<file path="src/rtl/down_counter_pkg.sv">
// Shared definitions for the loadable down-counter.
//   state_e : FSM encoding (IDLE holding, RUN counting, DONE one-shot complete)
//   COUNT_W : default counter / load-value width
package down_counter_pkg;

  localparam int unsigned COUNT_W = 3;

  typedef enum logic [1:0] {
    IDLE = 2'b00,
    RUN  = 2'b01,
    DONE = 2'b10
  } state_e;

endpackage

</file>
<file path="src/rtl/down_counter_reload.sv">
// Loadable down-counter with terminal-count pulse and optional auto-reload.
// Ports:
//   clk         : system clock, rising edge
//   rst         : asynchronous active-low reset
//   load        : capture load_val into count and reload register (beats en)
//   load_val    : value to count down from
//   en          : decrement enable, one step per cycle while in RUN
//   auto_reload : sampled at terminal count; 1 reloads, 0 stops in DONE
//   count       : current counter value
//   busy        : high in RUN
//   tc          : one-cycle terminal-count pulse
//   done        : sticky completion flag, cleared by load
module down_counter_reload
  import down_counter_pkg::*;
#(
  parameter int unsigned WIDTH = COUNT_W
) (
  input  logic             clk,
  input  logic             rst,
  input  logic             load,
  input  logic [WIDTH-1:0] load_val,
  input  logic             en,
  input  logic             auto_reload,
  output logic [WIDTH-1:0] count,
  output logic             busy,
  output logic             tc,
  output logic             done
);

  state_e           state_q;
  logic [WIDTH-1:0] count_q;
  logic [WIDTH-1:0] reload_q;
  logic             tc_q;

  always_ff @(posedge clk or negedge rst) begin
    if (!rst) begin
      state_q  <= IDLE;
      count_q  <= '0;
      reload_q <= '0;
      tc_q     <= 1'b0;
    end else if (load) begin
      count_q  <= load_val;
      reload_q <= load_val;
      tc_q     <= 1'b0;
      state_q  <= (load_val != '0) ? RUN : IDLE;
    end else if (state_q == RUN && en) begin
      if (count_q == WIDTH'(1)) begin
        tc_q <= 1'b1;
        if (auto_reload) begin
          // Reload register is never zero while in RUN, so count never reads 0 here.
          count_q <= reload_q;
        end else begin
          count_q <= '0;
          state_q <= DONE;
        end
      end else begin
        tc_q    <= 1'b0;
        count_q <= count_q - WIDTH'(1);
      end
    end else begin
      tc_q <= 1'b0;
    end
  end

  // Outputs decode straight from flops, so they are glitch-free and edge-aligned.
  assign count = count_q;
  assign tc    = tc_q;
  assign busy  = (state_q == RUN);
  assign done  = (state_q == DONE);

endmodule

</file>
<file path="config.mk">
export PLATFORM = sky130hd
export DESIGN_NAME = down_counter_reload
export DESIGN_NICKNAME = d
export VERILOG_FILES = /design/src/rtl/down_counter_pkg.sv /design/src/rtl/down_counter_reload.sv
export SDC_FILE = /design/constraint.sdc
export NUM_CORES = 1
export LEC_CHECK = 0
export BUFFER_PORTS_ARGS = -buffer_cell sky130_fd_sc_hd__buf_2
export CORE_AREA = 2 2 39 41
export DETAILED_ROUTE_END_ITERATION = 7
export DIE_AREA = 0 0 41 43
export MAX_ROUTING_LAYER = met4
export PLACE_DENSITY = 0.58
export SYNTH_ARGS = -nofsm -noshare
export SYNTH_HDL_FRONTEND = slang
export SYNTH_SLANG_ARGS = --single-unit
</file>
<file path="constraint.sdc">
create_clock -name clk -period 1.8 [get_ports clk]
set_clock_uncertainty 0.1 [all_clocks]
set_input_delay 0.54 -clock clk [delete_from_list [all_inputs] [get_ports clk]]
set_output_delay 0.54 -clock clk [all_outputs]
set_load 0.05 [all_outputs]
</file>
# Word-level counts from Yosys, hierarchy flattened
# Index checks and enable logic that the tools add are counted.
# totals
reg_bits,9
inputBits,8
elab_cells,26
output_inout_bits,6
# classes
add_sub_neg,1
mux,12
eq_ne,4
n_reduce_logical,5
# op_table
operator,n
3-bit 2-to-1 mux,4
2-bit 2-to-1 mux,4
1-bit 2-to-1 mux,4
2-bit nonzero test,2
"3-bit by 1-bit == test with 1-bit output, second input constant",1
3-bit AND reduction,1
3-bit nonzero test,1
"3-bit by 1-bit subtractor with 3-bit output, second input constant",1
"2-bit by 1-bit == test with 1-bit output, second input constant",1
"2-bit == test, second input constant",1
"2-bit inequality test, second input constant",1
1-bit logical AND,1

# Depth between registers and ports, before layout
# Gate-level depths: netlist (run 1).
# depth
depth_word,4
depth_mapped,5
ltp_nobuf,5

# Least setup slack after synthesis (run 1)
# OpenSTA, ideal clock, no wires.
# synth_path
path_kind,register -> register
startpoint,register count_q[1] (netlist: count[1])
endpoint,register count_q[1] (netlist: count[1])
path_stages_with_launch,6
path_buffers,0
setup_slack_ps,0
t_arrival_ps,1611
setup_ps,88
period_less_slack_ps,1800
required_time_ps,1612
path_cell_list,dfrtp_1 -> inv_1 -> ha_1 -> nor2b_1 -> or3_1 -> a41oi_1
# synth_via
elab_chain_cells,4
elab_cells_between_ends,5
cone_classes,1 x add/sub; 1 x eq/ne; 3 x mux
# synth_rtl
item,line_no,rtl
"start, declared",down_counter_reload.sv:31,logic [WIDTH-1:0] count_q;
"start signal, assigned",down_counter_reload.sv:42,count_q <= load_val;
"start signal, assigned",down_counter_reload.sv:51,count_q <= reload_q;
"start signal, assigned",down_counter_reload.sv:58,count_q <= count_q - WIDTH'(1);
3-bit by 1-bit subtractor with 3-bit output or 3-bit by 1-bit == test with 1-bit output (tied branches),"down_counter_reload.sv:58, down_counter_reload.sv:47",
3-bit 2-to-1 mux (*),down_counter_reload.sv:47,if (count_q == WIDTH'(1)) begin
3-bit 2-to-1 mux (*),down_counter_reload.sv:46,end else if (state_q == RUN && en) begin
3-bit 2-to-1 mux (*),down_counter_reload.sv:41,end else if (load) begin
# Every way passes the cells marked *; elsewhere a longest branch is shown, timed or not. The select of a mux whose other input is x is not followed.
# A chain may end at the register's enable or synchronous reset.

# Worst setup path in the final report (run 1)
# layout_path
startpoint,register state_q[0]
endpoint,output done
# layout_via
elab_chain_cells,1
# layout_rtl
item,line_no,rtl
"start, declared",down_counter_reload.sv:30,state_e state_q;
"start signal, assigned",down_counter_reload.sv:45,state_q <= (load_val != '0) ? RUN : IDLE;
2-bit == test,down_counter_reload.sv:69,assign done = (state_q == DONE);
"end, declared",down_counter_reload.sv:27,output logic done
# No other way between the ends.

==> impl_metrics.py, run 1 <==
metrics = {
    "layout": {
        "seqCellArea_um2": 225.2,
        "syn_to_final_growth_pct": 21.79,
        "drive_above_1_share_pct": 25.00,
        "final_nets": 79,
        "fillerInstances": 150,
        "final_cell_mix": "buf_2 (12), dfrtp_1 (9), inv_1 (5)",
        "multi_input_area_um2": 225.2,
        "layout_commonest_cell": "buf_2",
        "num_antenna_cells": 0,
    },
    "setup_path": {
        "critPathLaunchType": "register",
        "path_buf_inv": 1,
        "startpoint": "state_q[0]",
        "critPathRequiredTime_ps": 1160,
        "cp-end-kind": "output pin",
        "cp.arrival_ps": 1040,
        "path_cells": "nor2b_1 > buf_2",
        "slowest_delay_ps": 410,
        "critPathKind": "reg2out",
        "crit_path_max_fanout": 5,
        "r2r_start": "count[1]",
        "crit_family": "flip-flops",
        "crit_path_top_delay_cell": "dfrtp_1",
    },
    "placement": {
        "post-place-ws_ps": 167.7,
        "portBuffers": 13,
        "dp_hpwl_um": 822.6,
        "gp_congestion": 0.7665,
    },
    "sta": {
        "rsz0062_at_grt": "no",
        "setup_violations": 0,
        "max-slew-margin-rel_pct": 83.51,
        "period_share_pct": 93.45,
        "hold_violations": 0,
        "tns_ps": 0,
        "max_freq_ghz": 0.5945,
        "period_needed_ps": 1682,
        "slew_violations": 0,
        "setup_ws_ps": 117.8,
        "whs_ps": 15.83,
        "tightest_slew_ps": 246.8,
    },
    "synthesis": {
        "synth_nets": 62,
        "synth_cells": 52,
        "synthDistinctLibCells": 22,
        "syn_area_um2": 488.0,
        "avgSynthCellArea_um2": 9.384,
        "synth-seq-area-share_pct": 46.15,
        "ys_warn_count": 0,
        "ys_ff_latch": 9,
    },
    "die": {
        "core_um2": 1384,
        "ios": 14,
        "die_h_um": 43,
        "initial_core_util_pct": 35.26,
        "rows": 14,
        "die_w_um": 41,
        "die-area_um2": 1763,
    },
    "detailed_routing": {
        "avgViaCountPerCell": 5.107,
        "drt-total-wl_um": 1100,
        "drt-pass1-iter-count": 4,
        "routedWlPerCell_um": 13.10,
        "via_count": 429,
        "drtIter0Drc": 7,
        "drc": 0,
        "ant_nets": 0,
    },
    "grt": {
        "track_usage_pct": 16.68,
        "grt_pass1_wl_um": 1890,
        "grt_overflow": 0,
        "grt_max_degree": 12,
        "antenna_found_initial": 0,
        "grt_pass1_vias": 426,
    },
    "clock_tree": {
        "root_buffer": "clkbuf_4",
        "clockBufferDepth": 2,
        "cts.sinks": 9,
        "clk_pin_slew_worst_paths_ps": 60,
        "clkLatencyLatePin_ps": 270,
        "cts-htree-levels": 1,
        "cts_tree": "yes",
        "cts_setup_buffers": 0,
        "numCtsBuffers": 3,
    },
    "run": {
        "drv_cap": 0,
    },
    "power": {
        "power_density_nw_per_um2": 997.4,
        "power_leakage_nw": 0.2881,
        "ir_drop_mv": 0.3933,
    },
    "status": {
        "status": "complete, no violations",
    },
    "worst_hold_path": {
        "min_path_type": "in2async",
    },
}
==> cell type report <==
cell class,count,area share (%)
clock buffer,4,4.421
inverter,6,3.789
multi-input combinational,35,37.89
sequential,9,37.89
tap,16,3.368
timing repair buffer,14,12.63
==> cell families (layout without fill, tap and decap cells) <==
| kind of cell | count (synthesis) | after routing | share of synthesized area (%) |
|---|---|---|---|
| simple gates | 20 | 20 | 23.85 |
| flops | 9 | 9 | 46.15 |
| fa+ha+maj | 2 | 2 | 5.127 |
| compound gates | 13 | 13 | 17.18 |
| buf+inv | 8 | 24 | 7.691 |
==> registers in the layout, indices dropped and copies added, names as in the netlist <==
name and cells:
count 3, reload_q 3, tc 1, state_q 2
==> path summary, 6_finish.rpt <==
check	end	slack, ps	cells after the start
max in group asynchronous	count[0]	1400	1
worst min-delay path	state_q[0]	20	1
min in group clk	state_q[0]	420	3
worst max-delay path	done	120	2
worst min register to register	reload_q[1]	430	2
worst max register to register	count[1]	170	5
==> Yosys cell counts <==
cell type / n / area, µm²
nand3b_1: 1 / 7.510
a21oi_1: 1 / 5.000
or3_1: 1 / 6.260
inv_1: 5 / 18.77
nand2_1: 3 / 11.26
and3b_1: 1 / 8.760
a31oi_1: 3 / 18.77
nor2_1: 1 / 3.750
nor2b_1: 4 / 25.02
and3_1: 1 / 6.260
a41oi_1: 1 / 8.760
o31ai_1: 3 / 22.52
dfrtp_1: 9 / 225.2
or4_1: 2 / 15.01
clkinv_1: 1 / 3.750
o21ai_0: 4 / 20.02
ha_1: 2 / 25.02
buf_6: 1 / 11.26
nor3_1: 4 / 20.02
o31a_1: 1 / 8.760
clkbuf_1: 1 / 3.750
nand2b_1: 2 / 12.51
==> where the power goes <==
part	internal [W]	switching (W)	total, W
Sequential	0.000226	0.0000211	0.000247
Clock	0.0000858	0.0000758	0.000162
Combinational	0.0000591	0.000125	0.000185
==> metrics by stage <==
stage / cells / cell area (µm²) / util (%) / power (W)
floorplan: 52 / 488.0 / - / 0.0003839
global placement: 80 / 565.5 / 40.87 / 0.0004344
detailed placement: 80 / 565.5 / 40.87 / 0.0004347
CTS: 84 / 591.8 / 42.77 / 0.0005999
global route: 84 / 594.3 / 42.95 / 0.0006367
finish: 84 / 594.3 / 42.95 / 0.0005928
==> routing by layer <==
layer / part of all wire, % / vias up / GRT usage (%)
met2: 46 / 14 / 22.50
met4: 2.9 / 0 / 10.00
met3: 5.7 / 3 / 3.141
met5: 0 / - / -
li1: - / 217 / -
met1: 45 / 195 / 22.37
==> timing repair <==
item / CTS / global route
setup endpoints to repair: 0 / 1
resized for setup: 0 / 1
hold buffers: 0 / 0
Power figures use the tool's default switching activity.
==> inputs of run 2 (changes only) <==
- ABC_AREA: default -> 1
==> run 2 against run 1 <==
  * Clock power shrank 10%
  * Critical path depth is 1 higher
  * Worst hold slack improved by 16 ps
  * Routed wire length is 7.9% lower
  * Final cell count is 17% higher
  * Maximum frequency grew 0.71%
  * Non-clock buffer count is 1 lower
  * Largest power group unchanged
  * Critical path type unchanged
  * Highest routed layer unchanged
==> impl_metrics.py, run 2 <==
metrics = {
    "die": {
        "initial_core_util_pct": 35.71,
        "ios": 14,
        "die_w_um": 41,
        "core_um2": 1384,
        "die-area_um2": 1763,
        "rows": 14,
        "die_h_um": 43,
    },
    "synthesis": {
        "synth_compound_area_share_pct": 3.544,
        "synth_edf_count": 0,
        "synth_top_area_cell": "dfrtp_1",
        "synthDistinctLibCells": 15,
        "ys_ff_latch": 9,
        "synthTopCellsByCount": "nand2_1 (16), inv_1 (10), dfrtp_1 (9), nor2_1 (9), nand3_1 (6)",
        "synth_area_leaders": "dfrtp_1 (46%), nand2_1 (12%), inv_1 (7.6%)",
        "synth_simple_gate_area_share_pct": 36.71,
        "synthXorXnorAreaFrac_pct": 0,
        "synth_top_family_by_area": "simple AND/OR/NAND/NOR gates",
        "synth_nets": 75,
        "ys_warn_count": 0,
        "async_flop_share_pct": 100.0,
        "ys.flop_type": "dfrtp_1",
        "synth-seq-area-share_pct": 45.57,
        "synth_most_common_cell": "nand2_1",
        "synth_adder_area_share_pct": 5.063,
        "avgSynthCellArea_um2": 7.603,
        "synth_top_area_share_pct": 45.57,
        "muxShareOfSynthArea_pct": 0,
        "synth_cells": 65,
        "syn_area_um2": 494.2,
    },
    "power": {
        "ir_drop_mv": 0.4253,
        "power_leakage_nw": 0.3521,
        "power_density_nw_per_um2": 1002,
    },
    "setup_path": {
        "ff2ff_setup_slack_ps": 410,
        "critPathRequiredTime_ps": 1160,
        "cp-end-kind": "output pin",
        "critPathKind": "reg2out",
        "crit_path_max_fanout": 4,
        "cp.arrival_ps": 1030,
        "critPathLaunchType": "register",
        "reg2reg_depth": 7,
    },
    "clock_tree": {
        "cts_tree": "yes",
        "clk_pin_slew_worst_paths_ps": 60,
        "cts_hold_buffers": 0,
        "clockBufferDepth": 2,
        "cts-htree-levels": 1,
        "root_buffer": "clkbuf_4",
        "clkLatencyLatePin_ps": 250,
        "numCtsBuffers": 3,
        "cts.sinks": 9,
    },
    "detailed_routing": {
        "ant_nets": 0,
        "drt-pass1-iter-count": 2,
        "via_count": 452,
        "drt-total-wl_um": 1013,
        "avgViaCountPerCell": 4.612,
        "drc": 0,
        "routedWlPerCell_um": 10.34,
        "drtIter0Drc": 3,
    },
    "sta": {
        "max-slew-margin-rel_pct": 83.62,
        "period_needed_ps": 1670,
        "tns_ps": 0,
        "period_share_pct": 92.79,
        "tightest_slew_ps": 247.4,
        "hold_violations": 0,
        "max_freq_ghz": 0.5987,
        "setup_violations": 0,
        "rsz0062_at_grt": "no",
        "slew_violations": 0,
    },
    "status": {
        "status": "complete, no violations",
    },
    "grt": {
        "track_usage_pct": 14.67,
        "grt_pass1_vias": 433,
        "antenna_found_initial": 0,
        "grt_pass1_wl_um": 1662,
        "grt_max_degree": 10,
        "grt_overflow": 0,
    },
    "layout": {
        "seqCellArea_um2": 225.2,
        "fillerInstances": 151,
        "layout_commonest_cell": "nand2_1",
        "drive_above_1_share_pct": 25.61,
        "final_nets": 93,
        "final_cell_mix": "nand2_1 (16), buf_2 (12), inv_1 (10), nor2_1 (9), dfrtp_1 (9)",
        "multi_input_area_um2": 224.0,
        "syn_to_final_growth_pct": 23.04,
        "layout.cells.non_filler": 98,
        "num_antenna_cells": 0,
    },
    "placement": {
        "dp_hpwl_um": 832.8,
        "portBuffers": 13,
        "placed_cells": 94,
        "gp_congestion": 0.7941,
    },
    "run": {
        "drv_cap": 0,
    },
    "worst_hold_path": {
        "min_path_type": "in2async",
    },
}
## run 2: kinds of logic after synthesis
group,count (synthesis)
AND/OR/NAND/NOR,39
buffers and inverters,12
flip-flops,9
AO/OA/AOI/OAI,3
adder cells (fa/ha/maj),2
## run 2: final timing paths
kind,from,end
min,rst,count[2]
min in group clk,reload_q[2],reload_q[2]
max in group asynchronous,rst,count[1]
max reg2reg,count[1],count[1]
max,state_q[0],busy
min reg2reg,reload_q[2],reload_q[2]
## run 2: routing by layer
layer,GRT usage (%),part of all wire (%),vias to the layer above,wire [µm]
met1,15.67,45,205,459
met4,4.000,1.6,0,16
li1,-,-,238,-
met2,22.81,50,7,510
met3,7.853,2.7,2,27
met5,-,0,-,0
## run 2: area by class of cell
| type | instances | share of cell area, % |
|---|---|---|
| well taps | 16 | 3.292 |
| repair buffers | 13 | 11.11 |
| clock buffers | 4 | 4.321 |
| flip-flops and latches | 9 | 37.04 |
| multi-input cells | 44 | 36.83 |
| inverters | 12 | 7.407 |
## run 2: repair_timing
| action | in CTS | in global routing |
|---|---|---|
| gates resized for setup | 0 | 2 |
| setup endpoints to repair | 0 | 1 |
| setup buffers | 0 | 0 |
## run 2: worst max-delay path, stage by stage (launching register included)
cell and delay, ps:
dfrtp_1 380, inv_1 60, nor2_1 120, buf_4 220
## run 2: per-stage QoR
step                      power [W]  area (µm²)  hold WS (ps)  util (%)  setup slack [ps]
after floorplan           0.0004099       494.2         144.4         -             87.10
after global placement    0.0004626       579.3         305.3     41.86             381.3
after detailed placement  0.0004679       579.3         304.5     41.86             341.9
after CTS                 0.0006186       605.6         28.98     43.76             60.84
after global routing      0.0006639       608.1         27.30     43.94             30.69
final                     0.0006094       608.1         31.49     43.94             129.7
## run 2: where the power goes
| part | leakage [nW] | internal (W) | switching [W] |
|---|---|---|---|
| Combinational | 0.228 | 0.0000627 | 0.000155 |
| Clock | 0.0150 | 0.0000848 | 0.0000604 |
| Sequential | 0.109 | 0.000227 | 0.0000200 |
| Total | 0.352 | 0.000374 | 0.000235 |
